`config.mk`:
```
export PLATFORM = sky130hd
export DESIGN_NAME = dilithium_core_arbiter
export DESIGN_NICKNAME = d
export VERILOG_FILES = /design/src/rtl/dilithium_arb_pkg.sv /design/src/rtl/dilithium_rr_pick.sv /design/src/rtl/dilithium_core_arbiter.sv
export SDC_FILE = /design/constraint.sdc
export NUM_CORES = 1
export LEC_CHECK = 0
export ABC_AREA = 0
export CORE_AREA = 2 2 137 139
export CTS_CLUSTER_SIZE = 25
export DETAILED_ROUTE_END_ITERATION = 8
export DIE_AREA = 0 0 139 141
export GPL_ROUTABILITY_DRIVEN = 1
export SLEW_MARGIN = 20
export SYNTH_ARGS = -nofsm -noshare
export SYNTH_HDL_FRONTEND = slang
export SYNTH_SLANG_ARGS = --single-unit
```
`constraint.sdc`:
```
create_clock -name clk -period 1.9 [get_ports clk]
set_clock_uncertainty 0.05 [all_clocks]
set_input_delay 0.19 -clock clk [delete_from_list [all_inputs] [get_ports clk]]
set_output_delay 0.19 -clock clk [all_outputs]
set_load 0.02 [all_outputs]
```
`src/rtl/dilithium_arb_pkg.sv`:
```
// dilithium_arb_pkg: shared state, mode and sizing definitions for the Dilithium core arbiter
package dilithium_arb_pkg;
  typedef enum logic [1:0] {IDLE, START, RUN, RELEASE} state_t;
  typedef logic [1:0] mode_t;
  localparam mode_t MODE_KEYGEN = 2'b00;
  localparam mode_t MODE_SIGN   = 2'b01;
  localparam mode_t MODE_VERIFY = 2'b10;
  localparam int MAX_REQ = 4;
endpackage

```
`src/rtl/dilithium_rr_pick.sv`:
```
// dilithium_rr_pick: first set request at or after ptr, wrapping, as one-hot and index
module dilithium_rr_pick
  import dilithium_arb_pkg::*;
#(
  parameter int N_REQ = 2,
  localparam int IDX_W = $clog2(N_REQ)
) (
  input  logic [N_REQ-1:0] req,
  input  logic [IDX_W-1:0] ptr,
  output logic [N_REQ-1:0] onehot,
  output logic [IDX_W-1:0] idx,
  output logic             any
);
  if (N_REQ < 2 || N_REQ > MAX_REQ) begin : g_bad_n
    $error("dilithium_rr_pick: N_REQ out of range");
  end
  logic [IDX_W-1:0] j;
  // Scan from farthest to nearest so the nearest candidate is written last
  always_comb begin
    onehot = '0;
    idx = '0;
    j = '0;
    any = |req;
    for (int i = N_REQ - 1; i >= 0; i--) begin
      j = IDX_W'((int'(ptr) + i) % N_REQ);
      if (req[j]) idx = j;
    end
    onehot[idx] = any;
  end
endmodule

```
`src/rtl/dilithium_core_arbiter.sv`:
```
// dilithium_core_arbiter: round-robin job arbiter and stream router in front of one Dilithium core
// Optional watchdog in RUN enabled by DILITHIUM_ARB_TIMEOUT_EN.
module dilithium_core_arbiter
  import dilithium_arb_pkg::*;
#(
  parameter int W = 64,
  parameter int N_REQ = 2,
  parameter int TIMEOUT_CYCLES = 2**22,
  localparam int IDX_W = $clog2(N_REQ)
) (
  input  logic               clk,
  input  logic               rst,
  input  logic [N_REQ-1:0]   req_start,
  input  logic [N_REQ*2-1:0] req_mode,
  output logic [N_REQ-1:0]   req_done,
  output logic [N_REQ-1:0]   req_err,
  output logic [N_REQ-1:0]   grant,
  output logic               busy,
  input  logic [N_REQ-1:0]   req_valid_i,
  output logic [N_REQ-1:0]   req_ready_i,
  input  logic [N_REQ*W-1:0] req_data_i,
  output logic [N_REQ-1:0]   req_valid_o,
  input  logic [N_REQ-1:0]   req_ready_o,
  output logic [W-1:0]       req_data_o,
  output logic               core_start,
  output logic [1:0]         core_mode,
  input  logic               core_done,
  output logic               core_rst,
  output logic               core_valid_i,
  input  logic               core_ready_i,
  output logic [W-1:0]       core_data_i,
  input  logic               core_valid_o,
  output logic               core_ready_o,
  input  logic [W-1:0]       core_data_o
);
  state_t state;
  logic [IDX_W-1:0] ptr, owner, pick_idx;
  logic [N_REQ-1:0] pick_oh;
  logic pick_any, active, to_hit;
  dilithium_rr_pick #(.N_REQ(N_REQ)) u_pick (
    .req(req_start),
    .ptr(ptr),
    .onehot(pick_oh),
    .idx(pick_idx),
    .any(pick_any)
  );
  assign active = state == START || state == RUN;
  assign busy = state != IDLE;
  assign core_start = state == START;
  assign req_done = state == RELEASE ? grant : '0;
`ifdef DILITHIUM_ARB_TIMEOUT_EN
  localparam int CNT_W = $clog2(TIMEOUT_CYCLES + 1);
  logic [CNT_W-1:0] cnt;
  logic tout;
  assign to_hit = state == RUN && cnt == CNT_W'(TIMEOUT_CYCLES - 1);
  // tout is high exactly in the RELEASE cycle entered through the watchdog
  always_ff @(posedge clk or posedge rst) begin
    if (rst) begin
      cnt <= '0;
      tout <= 1'b0;
    end else begin
      cnt <= state == RUN ? cnt + 1'b1 : '0;
      tout <= to_hit && !core_done;
    end
  end
  assign req_err = tout ? grant : '0;
  assign core_rst = tout;
`else
  logic unused_timeout;
  assign unused_timeout = ^TIMEOUT_CYCLES;
  assign to_hit = 1'b0;
  assign req_err = '0;
  assign core_rst = 1'b0;
`endif
  always_ff @(posedge clk or posedge rst) begin
    if (rst) begin
      state <= IDLE;
      ptr <= '0;
      owner <= '0;
      grant <= '0;
      core_mode <= MODE_KEYGEN;
    end else begin
      unique case (state)
        IDLE: if (pick_any) begin
          state <= START;
          grant <= pick_oh;
          owner <= pick_idx;
          core_mode <= req_mode[2*pick_idx +: 2];
        end
        START: state <= RUN;
        RUN: if (core_done || to_hit) state <= RELEASE;
        default: begin
          state <= IDLE;
          grant <= '0;
          ptr <= owner == IDX_W'(N_REQ - 1) ? '0 : owner + 1'b1;
        end
      endcase
    end
  end
  assign core_valid_i = active & req_valid_i[owner];
  assign core_data_i = req_data_i[owner*W +: W];
  assign core_ready_o = active & req_ready_o[owner];
  assign req_ready_i = active ? grant & {N_REQ{core_ready_i}} : '0;
  assign req_valid_o = active ? grant & {N_REQ{core_valid_o}} : '0;
  assign req_data_o = core_data_o;
endmodule
```
==> summary.md <==
| Metric | Value |
|---|---|
| Status | `completed` |
| DR vias | `1926` |
| DIE HEIGHT | `141 µm` |
| Fin Setup TNS | `0 ps` |
| Fillers | `2015` |
| Worst-path cell chain | `buf_12 > mux2_2 > dlygate4sd2_1` |
| Port Buf Inserts | `220` |
| Drt total wl | `8030 µm` |
| H-tree depth | `1` |
| Setup Crit Path Kind | `reg -> out` |
| GRT overflow | `0` |
| Sequential cell area fraction in the yosys report | `10.7%` |
| Main flop type after synthesis | `dfrtp_1` |
| Pre-antenna DRT Iters | `4` |
| Cells after Synth | `193` |
| Final Core Density | `21.1%` |
| CTS clock-pin slew for the worst setup and hold paths | `40 ps` |
| Root Driver | `clkbuf_16` |
| Die ar. | `19600 µm²` |
| Top cell type by total area after synthesis | `mux2_2` |
| CP Data Arrival Time | `1620 ps` |
| Cell family with most CP delay | `buffers and inverters` |
| Xor and xnor area share after synthesis | `0%` |
| # IOs | `352` |
| Max FO, Critical Path | `36` |
| Post-synthesis register bit count | `8` |
| Ratio of cells with drive above 1 in the final layout | `22.7%` |
| Post-Synth Adder-Cell Area | `2.68%` |
| CTS Buf Count | `3` |
| Overall Global Routing Usage | `7.33%` |
| RSZ-0062 raised after global routing | `true` |
| VDD IR max | `0.000654 V` |
| CTS tree | `done` |
| Slew @ Worst Pin | `496 ps` |
| Final period util | `98.0%` |
| Synth warnings | `0` |
| Hold Crit Class | `in -> async` |
| Pin count of the biggest net entering global routing | `37` |
| Initial core utilization | `10.2%` |
| Sequential share of power | `8.4%` |
| Sink Count | `8` |
| Setup violators final | `0` |
| Highest Clock Rate | `0.537 GHz` |
| Count leader, synth | `buf_4` |
| Syn avg cell area | `9.67 µm²` |
| First-pass GRT wire length | `11500 µm` |
| CP peak stage delay | `430 ps` |
| R2R setup slack | `320 ps` |
| Via-per-instance ratio | `3.31` |
| Final GP Congestion | `0.738` |
| Largest family of logic cells by synthesized area | `multiplexers` |
| Min Tclk post-route | `1860 ps` |
| Multiplexer share of the synthesized area | `44.6%` |
| Dpl cells | `578` |
| Power, Total | `3.85 mW` |
| Post-synthesis compound-gate area fraction | `4.42%` |
| Clk Latency, worst-skew pair | `230 ps` |
| Cell variety after synth | `28` |
| Setup repair bufs after CTS | `0` |
| CP required | `1660 ps` |
| Top-area cell type share of the netlist area | `27.7%` |
| P&R area growth vs syn | `107%` |
| Placed cell area | `3870 µm²` |
| Clock share of power | `9.4%` |
| Die Width | `139 µm` |
| Worst r2r path cells | `5` |
| Row count | `50` |
| Crit end category | `primary output` |
| Routed Antenna Nets | `0` |
| DR DRC count | `0` |
| Top post-synthesis cells by area | `mux2_2 (28%), buf_4 (27%), mux2_4 (15%)` |
| Power Density | `996 nW/µm²` |
| Area of all placed cells without fillers | `3860 µm²` |
| R2R Path Start | `state[0]` |
| Ant diodes | `0` |
| Post-synth EDFFs | `0` |
| Post-detail-place hpwl | `7100 µm` |
| Slew Limit Fails | `0` |
| CP Launch Type | `flop` |
| Max Cap Viol | `0` |
| Post-synthesis simple-gate area fraction | `5.83%` |
| Leakage | `1.63 nW` |
| Combinational power share | `82.2%` |
| End of the worst register-to-register path | `state[1]` |
| Core area | `18300 µm²` |
| Slowest CP cell | `dfrtp_4` |
| Routed len/inst | `13.8 µm` |
| Hold Buf Count CTS | `0` |
| DRT iter0 DRCs | `18` |
| Final Hold Violating Endpoints | `0` |
| Net Switching | `1.67 mW` |
| Clock tree buffer depth | `2` |
| Async SR Flop Fraction | `100%` |
| Sw frac | `43.4%` |
| Synth cell count leaders | `buf_4 (67), mux2_2 (46), mux2_4 (19)` |
| Final std cells w/o fill | `582` |
| Final net count | `560` |
| Worst Path Buf+Inv | `2` |
| Initial antenna violation count | `0` |
| Internal power | `2.17 mW` |
| Slew HR | `66.7%` |
| Synthesized cell area | `1870 µm²` |
| Vias in the first global route | `1969` |
cell type report:
class | instances | area, µm² | share of cell area, %
Timing Repair Buffer | 225 | 2170 | 56.3
Multi-Input combinational cell | 105 | 1090 | 28.2
Tap cell | 234 | 293 | 7.58
Sequential cell | 8 | 204 | 5.28
Clock buffer | 4 | 78.8 | 2.04
Inverter | 6 | 22.5 | 0.583
placed cells by master (no fill, tap or decap), types with 3 or more instances in the layout:
| cell type | n |
|---|---|
| conb_1 | 3 |
| and3_1 | 5 |
| buf_4 | 4 |
| mux2_4 | 19 |
| nand2_1 | 3 |
| inv_1 | 6 |
| clkdlybuf4s50_1 | 148 |
| clkbuf_16 | 3 |
| dfrtp_1 | 7 |
| dlygate4sd2_1 | 71 |
| and2_1 | 3 |
| o21ai_0 | 3 |
| mux2i_1 | 3 |
| mux2_2 | 46 |
flip-flops by register name (all words and copies together) (netlist names):
signal,flops
core_mode,2
grant,2
state,2
owner,1
ptr,1
metal layers:
metal	track usage, %	wire [µm]
met4	0.957	36
met3	5.13	1300
met5	0	0
met1	7.91	2910
met2	12.2	3790
what timing repair did:
| action | in CTS | in global routing |
|---|---|---|
| resized for setup | 73 | 0 |
| pin swaps | 0 | 0 |
| setup endpoints to repair | 71 | 3 |
cell families (layout without fill, tap and decap cells):
family,count (synthesis),in the layout
DFF,8,8
buffers and inverters,82,235
and+or+nand+nor,18,18
muxes,68,68
AOI/OAI and AO/OA,12,12
other,1,3
adders and majority gates,4,4
power by group through the flow:
| stage | sequential, mW | clock, mW | combinational, mW |
|---|---|---|---|
| 5_1_grt | 0.333 | 0.379 | 3.39 |
| 4_1_cts | 0.325 | 0.370 | 3.23 |
| 3_3_place_gp | 0.323 | 0 | 3.48 |
| 2_1_floorplan | 0.337 | 0 | 2.18 |
| 6_report | 0.321 | 0.363 | 3.16 |
| 3_5_place_dp | 0.326 | 0 | 3.53 |
through the flow:
step                      setup slack, ps  hold slack, ps
after detailed placement             39.1             330
after global placement               51.9             330
final                                37.6             166
after global routing                -4.17             210
after CTS                            26.5             181
after floorplan                       384           -44.3
worst max path at each step:
| stage | start | endpoint | slack [ps] | cells past startpoint |
|---|---|---|---|---|
| 6_report | owner | core_data_i[28] | 40 | 3 |
| 5_1_grt | owner | core_data_i[28] | -4 | 3 |
| 4_1_cts | owner | core_data_i[28] | 30 | 3 |
| 3_5_place_dp | owner | core_data_i[28] | 40 | 3 |
| 3_3_place_gp | owner | core_data_i[28] | 50 | 3 |
| 2_1_floorplan | state[0] | core_ready_o | 380 | 4 |
(Power assumes the default switching activity.)
